## config.mk

```make
export PLATFORM = sky130hd
export DESIGN_NAME = nor_arbiter
export DESIGN_NICKNAME = d
export VERILOG_FILES = /design/src/rtl/nor_arbiter.sv
export SDC_FILE = /design/constraint.sdc
export NUM_CORES = 1
export LEC_CHECK = 0
export BUFFER_PORTS_ARGS = -buffer_cell sky130_fd_sc_hd__buf_2
export CORE_MARGIN = 3
export CORE_UTILIZATION = 44
export DETAILED_ROUTE_END_ITERATION = 7
export PLACE_DENSITY_LB_ADDON = 0.12
export SLEW_MARGIN = 15
export SYNTH_ARGS = -nofsm -noshare
export SYNTH_HDL_FRONTEND = slang
export SYNTH_SLANG_ARGS = --single-unit
```

## constraint.sdc

```tcl
create_clock -name clk -period 1.5 [get_ports clk]
set_input_delay 0.225 -clock clk [delete_from_list [all_inputs] [get_ports clk]]
set_output_delay 0.225 -clock clk [all_outputs]
set_load 0.01 [all_outputs]
```

## src/rtl/nor_arbiter.sv

```systemverilog
// Round-robin arbiter sharing one W-bit bitwise-NOR unit among N_REQ requesters.
// One operation in flight: IDLE (grant + operand latch) -> EVAL (compute) -> DONE (respond).
module nor_arbiter #(
  parameter int N_REQ = 4,
  parameter int W     = 8
) (
  input  logic               clk,
  input  logic               rst,
  input  logic [N_REQ-1:0]   req,
  input  logic [N_REQ*W-1:0] op_a,
  input  logic [N_REQ*W-1:0] op_b,
  output logic [N_REQ-1:0]   gnt,
  output logic [N_REQ-1:0]   rsp_valid,
  output logic [W-1:0]       rsp_y,
  output logic               busy,
  output logic [15:0]        op_count
);

  localparam int IW = (N_REQ > 1) ? $clog2(N_REQ) : 1;

  typedef enum logic [1:0] {ST_IDLE, ST_EVAL, ST_DONE} state_t;

  state_t             state_q, state_d;
  logic [N_REQ-1:0]   gnt_q, gnt_d;
  logic [IW-1:0]      last_q, last_d;
  logic [W-1:0]       opa_q, opa_d;
  logic [W-1:0]       opb_q, opb_d;
  logic [W-1:0]       rsp_y_q, rsp_y_d;
  logic [15:0]        op_count_q, op_count_d;

  logic [W-1:0]       a_slice [N_REQ];
  logic [W-1:0]       b_slice [N_REQ];
  logic               pick_found;
  logic [IW-1:0]      pick_idx;
  int                 pick_cand;

  generate
    for (genvar gi = 0; gi < N_REQ; gi++) begin : g_slice
      assign a_slice[gi] = op_a[gi*W +: W];
      assign b_slice[gi] = op_b[gi*W +: W];
    end
  endgenerate

  // Search starts just after the last winner, so the last winner has lowest priority.
  always_comb begin
    pick_found = 1'b0;
    pick_idx   = '0;
    pick_cand  = 0;
    for (int off = 1; off <= N_REQ; off++) begin
      pick_cand = (int'(last_q) + off) % N_REQ;
      if (!pick_found && req[pick_cand[IW-1:0]]) begin
        pick_found = 1'b1;
        pick_idx   = IW'(pick_cand);
      end
    end
  end

  always_comb begin
    state_d    = state_q;
    gnt_d      = gnt_q;
    last_d     = last_q;
    opa_d      = opa_q;
    opb_d      = opb_q;
    rsp_y_d    = rsp_y_q;
    op_count_d = op_count_q;
    case (state_q)
      ST_IDLE: begin
        if (pick_found) begin
          opa_d   = a_slice[pick_idx];
          opb_d   = b_slice[pick_idx];
          gnt_d   = N_REQ'(1) << pick_idx;
          last_d  = pick_idx;
          state_d = ST_EVAL;
        end
      end
      ST_EVAL: begin
        // Only the latched operands reach the NOR cells.
        rsp_y_d = ~(opa_q | opb_q);
        state_d = ST_DONE;
      end
      ST_DONE: begin
        op_count_d = op_count_q + 16'd1;
        gnt_d      = '0;
        state_d    = ST_IDLE;
      end
      default: begin
        gnt_d   = '0;
        state_d = ST_IDLE;
      end
    endcase
  end

  always_ff @(posedge clk) begin
    if (rst) begin
      state_q    <= ST_IDLE;
      gnt_q      <= '0;
      last_q     <= IW'(N_REQ - 1);
      opa_q      <= '0;
      opb_q      <= '0;
      rsp_y_q    <= '0;
      op_count_q <= '0;
    end else begin
      state_q    <= state_d;
      gnt_q      <= gnt_d;
      last_q     <= last_d;
      opa_q      <= opa_d;
      opb_q      <= opb_d;
      rsp_y_q    <= rsp_y_d;
      op_count_q <= op_count_d;
    end
  end

  assign gnt       = gnt_q;
  assign rsp_valid = (state_q == ST_DONE) ? gnt_q : '0;
  assign rsp_y     = rsp_y_q;
  assign busy      = (state_q != ST_IDLE);
  assign op_count  = op_count_q;

endmodule

```

Word level (Yosys, flattened, before mapping)
Index checks and enable logic that the tools add are counted.
Storage, ports and cells
  bits in registers: 48
  word-level logic and storage cells: 62
Operators by class
  $add $sub $neg: 5
  $lt $le $gt $ge: 5
  eq/ne operators: 3
  shift operators: 1
  multiplexer cells: 27
  bitwise gates (word level): 4
  reduce and logical (&&, ||, !) cells: 10
Operators by type and width (number)
  $bmux W8 S2: 2
  $mux W8: 4
  $add A16 B1 Y16 const B: 1
  $lt A2 B3 Y1 const B: 4
  $mux W2: 5
  $bmux W1 S2: 4
  $mux W1: 8
  $mux W4: 2
  $not A8 Y8: 1
  $or A8 B8 Y8: 1
  $pmux W4 S2: 1
  $add A2 B1 Y2 const B: 2
  $add A2 B2 Y2 const B: 2
  $pmux W2 S2: 1
  $reduce_and A2 Y1: 2
  $shl A1 B2 Y4 const A: 1
  $ge A3 B3 Y1 const B: 1
  $logic_and A1 B1 Y1: 3
  $logic_not A1 Y1: 3
  $not A2 Y3: 1
  $eq A2 B1 Y1 const B: 1
  $eq A2 B2 Y1 const B: 1
  $logic_not A2 Y1: 1
  $ne A2 B2 Y1 const B: 1
  2 further kinds: 2

Longest topological paths before layout
  word-level depth: 17
  mapped depth: 8

Least setup slack after synthesis
Ideal clock, no wire load.
  kind: reg2reg
  start point: reg last_q[1]
  end point: reg opb_q[0]
  data arrival time: 1.536 ns
  setup slack: -0.173 ns
  cell stages (with the launch flop): 9
  buffers on the path: 3
  period minus slack after synthesis: 1.673 ns
  cell sequence: dfxtp_1 > buf_4 > mux2i_1 > o22ai_4 > a21o_1 > buf_6 > buf_6 > a211oi_1 > a211oi_1
Between the ends
  word-level cells in the longest chain between the ends: 17
  elaborated cells between the ends (all ways): 31
Ends and longest elaborated chain
  start, declared: RTL line 25  | logic [IW-1:0] last_q, last_d;
  start signal, assigned: RTL line 97  | last_q <= IW'(N_REQ - 1);
  start signal, assigned: RTL line 105  | last_q <= last_d;
  $add A2 B1 Y2: RTL line 50  | pick_cand = (int'(last_q) + off) % N_REQ;
  $bmux W1 S2: RTL line 51  | if (!pick_found && req[pick_cand[IW-1:0]]) begin
  $mux W1 (not written as such): RTL line 51
  $mux W1: RTL line 51
  $logic_not A1 Y1: RTL line 51
  $logic_and A1 B1 Y1: RTL line 51
  $mux W1: RTL line 51
  $logic_not A1 Y1: RTL line 51
  $logic_and A1 B1 Y1: RTL line 51
  $mux W1: RTL line 51
  $logic_not A1 Y1: RTL line 51
  $logic_and A1 B1 Y1: RTL line 51
  $mux W2: RTL line 51
  $not A2 Y3 (not written as such): RTL line 70  | opb_d = b_slice[pick_idx];
  $bmux W8 S2: RTL line 70
  $mux W8 (not written as such) (2 in a row): RTL line 70
  end signal, assigned: RTL line 107  | opb_q <= opb_d;
  end, declared: RTL line 27  | logic [W-1:0] opb_q, opb_d;
Several ways; a longest one is shown, not always the timed one. The select of a mux whose other input is x is not followed.
A chain may end at the register's enable or synchronous reset.

Worst setup path in the final report
  start point: reg last_q[1]
  end point: reg opb_q[2]
Same word-level chain as after synthesis.

==> out/metrics.cfg <==
[clocking]
clk_path_buf_depth=2
insertion_delay_ns=0.30
cts_tree=built
clk_pin_slew_ns=0.09
cts_buffers=5
root_buffer=clkbuf_8
clock_sinks=48
htree_levels=2

[layout]
final_util_pct=68.8
drive_gt1_share_pct=49.9
n_antenna_cell=0
layout.nets=491
area_delta_synth_final_pct=47.2
nFillCells=449

[logic_synthesis]
yosysSeqAreaShare_pct=36.2
yosysTopAreaCellShare_pct=36.2
synth-edff-count=0
synth_compound_area_share_pct=30.2
synth.avg_cell_area_um2=9.02
synthSimpleGateAreaFrac_pct=14.7
syn_area_mm2=0.00265
synth_fa_ha_area_share_pct=0.472
synthTopCellsByArea=dfxtp_1, a211oi_2, a211oi_1
yosysUniqueCellTypes=42
ys_warn_count=0
synth_xor_area_share_pct=3.63
synthFlopType=dfxtp_1
synthCells=294
synth_fp_nets=365
synthMuxAreaShare_pct=6.80
ys_ff_latch=48
synthArstFlopShare_pct=0
synth_top_cell_by_area=dfxtp_1
synth_top_family_by_area=compound AO/OA/AOI/OAI gates

[timing]
drv_slew=0
min_period_ns=1.65
hold_viol_final=0
setup_slack_ns=-0.154
relSlewSlack_pct=66.4
tightest_slew_ns=0.504
tns_ns=-2.33
finalSetupViolCount=22
fin_worst_skew_ns=0.00908
rsz0062_at_grt=true
max_freq_mhz=605
fin_crit_sh_pct=110

[floorplanning]
fp-row-count=27
dieWidth_um=83.6
core_mm2=0.00568
start_util_pct=46.7
io_pins=103
die_h_um=83.6
die_area_mm2=0.00699

[setup_path]
rr_worst_depth=7
worstSetupEndpointType=flop
timing.rr.end=opb_q[2]
crit_path_end=opb_q[2]
startpoint_type=flop
crit_fanout=8
crit_start=last_q[1]
crit_type=flop to flop
required_ns=1.71
critPathArrivalTime_ns=1.87
r2r_slack_ns=-0.15
reg2reg_from=last_q[1]

[pwr]
p_total_mw=3.90
p_leak_nw=1.73
worst_ir_drop_vdd_uv=696
power_density_mw_per_mm2=1000

[routing]
wl_um=7470
viasPerCell=5.31
drtAntennaViolNets=0
vias=2616
drc=0
first_iter_violations=108
firstDrtPassIters=4
wl_per_cell_um=15.1

[placed_design]
place_congestion=0.887
hpwl_um=5190
port_buffers=102
dp_slack_ns=-0.192

[run_status]
run_status=finished, violations left
failed_checks=setup timing

[global_routing]
first_global_vias=2549
antenna_found_initial=0
track_usage_pct=20.4
grt_max_degree=31
grt-ovfl-total=0
grt_pass1_wl_um=11800

[run]
drv_cap=0

[worst_hold_path]
hp-start=op_b[24]
hold_path_class=input port to flop

## final cells by class
| class | count | area (um^2) | share of cell area (%) |
|---|---|---|---|
| Clock inverter | 3 | 68.8 | 1.76 |
| Timing Repair Buffer | 140 | 922 | 23.6 |
| Tap cell | 72 | 90.1 | 2.31 |
| Inverter | 22 | 82.6 | 2.12 |
| Multi-Input combinational cell | 203 | 1700 | 43.7 |
| Clock buffer | 5 | 68.8 | 1.76 |
| Sequential cell | 48 | 967 | 24.8 |
## sequential cells by signal, summed over array words and instances (netlist names)
register and flops:
last_q 2, opa_q 8, opb_q 8, rsp_y 8, op_count 16, state_q 2, gnt 4
## report_power, final
group / total [mW] / leakage [nW] / internal, mW / switching (mW)
registers: 1.48 / 0.394 / 1.40 / 0.0846
clock network: 1.12 / 0.0687 / 0.671 / 0.453
logic: 1.30 / 1.26 / 0.653 / 0.642
## cells by family after synthesis
group	count (synthesis)
simple gates	77
flops	48
compound gates	96
buf+inv	43
fa+ha+maj	1
mux	18
xor+xnor	11
## how the worst min path moves through the flow
stage                     endpoint  slack [ns]  cells past startpoint
after floorplan           opb_q[0]        0.40                      2
after global placement    rsp_y[1]        0.47                      2
after detailed placement  rsp_y[1]        0.48                      2
after CTS                 opa_q[2]        0.27                      3
after global routing      opa_q[1]        0.26                      3
final                     opb_q[0]        0.23                      3
## placed cells by master, fill, tap and decap left out, types with 3 or more instances in the layout
cell,count
a22oi_2,3
mux2i_1,15
nor2_1,28
xor2_1,5
dfxtp_1,45
buf_2,102
buf_12,3
a211oi_2,30
o21bai_1,16
nand4_1,3
or3_1,4
buf_4,26
nand2_1,4
and2_1,4
inv_1,22
o21ai_0,4
a21oi_1,13
nand3_1,4
buf_6,5
clkbuf_8,5
nor3_1,12
xnor2_1,6
a211oi_1,12
a211oi_4,6
## cell usage after synthesis, drive strengths merged, types with 5 or more instances
library cell   n
a211oi        48
dfxtp         48
nor2          30
inv           22
mux2i         18
o21bai        17
a21oi         14
nor3          12
clkbuf        11
buf           10
nand3          6
o21ai          6
xnor2          6
and2           5
nand2          5
xor2           5
## stage by stage
stage          hold WS, ns  cell area (um^2)  std cells
4_1_cts              0.268              3770        489
2_1_floorplan        0.395              2690        294
3_5_place_dp         0.476              3420        478
6_report             0.231              3900        493
3_3_place_gp         0.468              3420        478
5_1_grt              0.259              3900        493
## per-layer routing
| metal | routed length, um | track usage [%] | vias up |
|---|---|---|---|
| li1 | - | - | 1306 |
| met1 | 3220 | 26.8 | 1213 |
| met2 | 3690 | 34.0 | 84 |
| met3 | 416 | 3.46 | 13 |
| met4 | 131 | 6.29 | 0 |
| met5 | 0 | 0 | - |
## critical path, stage by stage (launching register included)
cell	delay (ns)
dfxtp_4	0.37
buf_6	0.13
and2_4	0.13
o32a_1	0.41
nand3_4	0.14
clkbuf_16	0.19
a211oi_2	0.04
a211oi_1	0.17
## what timing repair did
item,CTS,global route
endpoints found under the setup margin,25,27
hold buffers,0,0
setup buffers,1,3
pin swaps,5,20
resized for setup,31,20
cloned,2,1
hold endpoints to repair,0,0
Power figures use the tool's default switching activity.
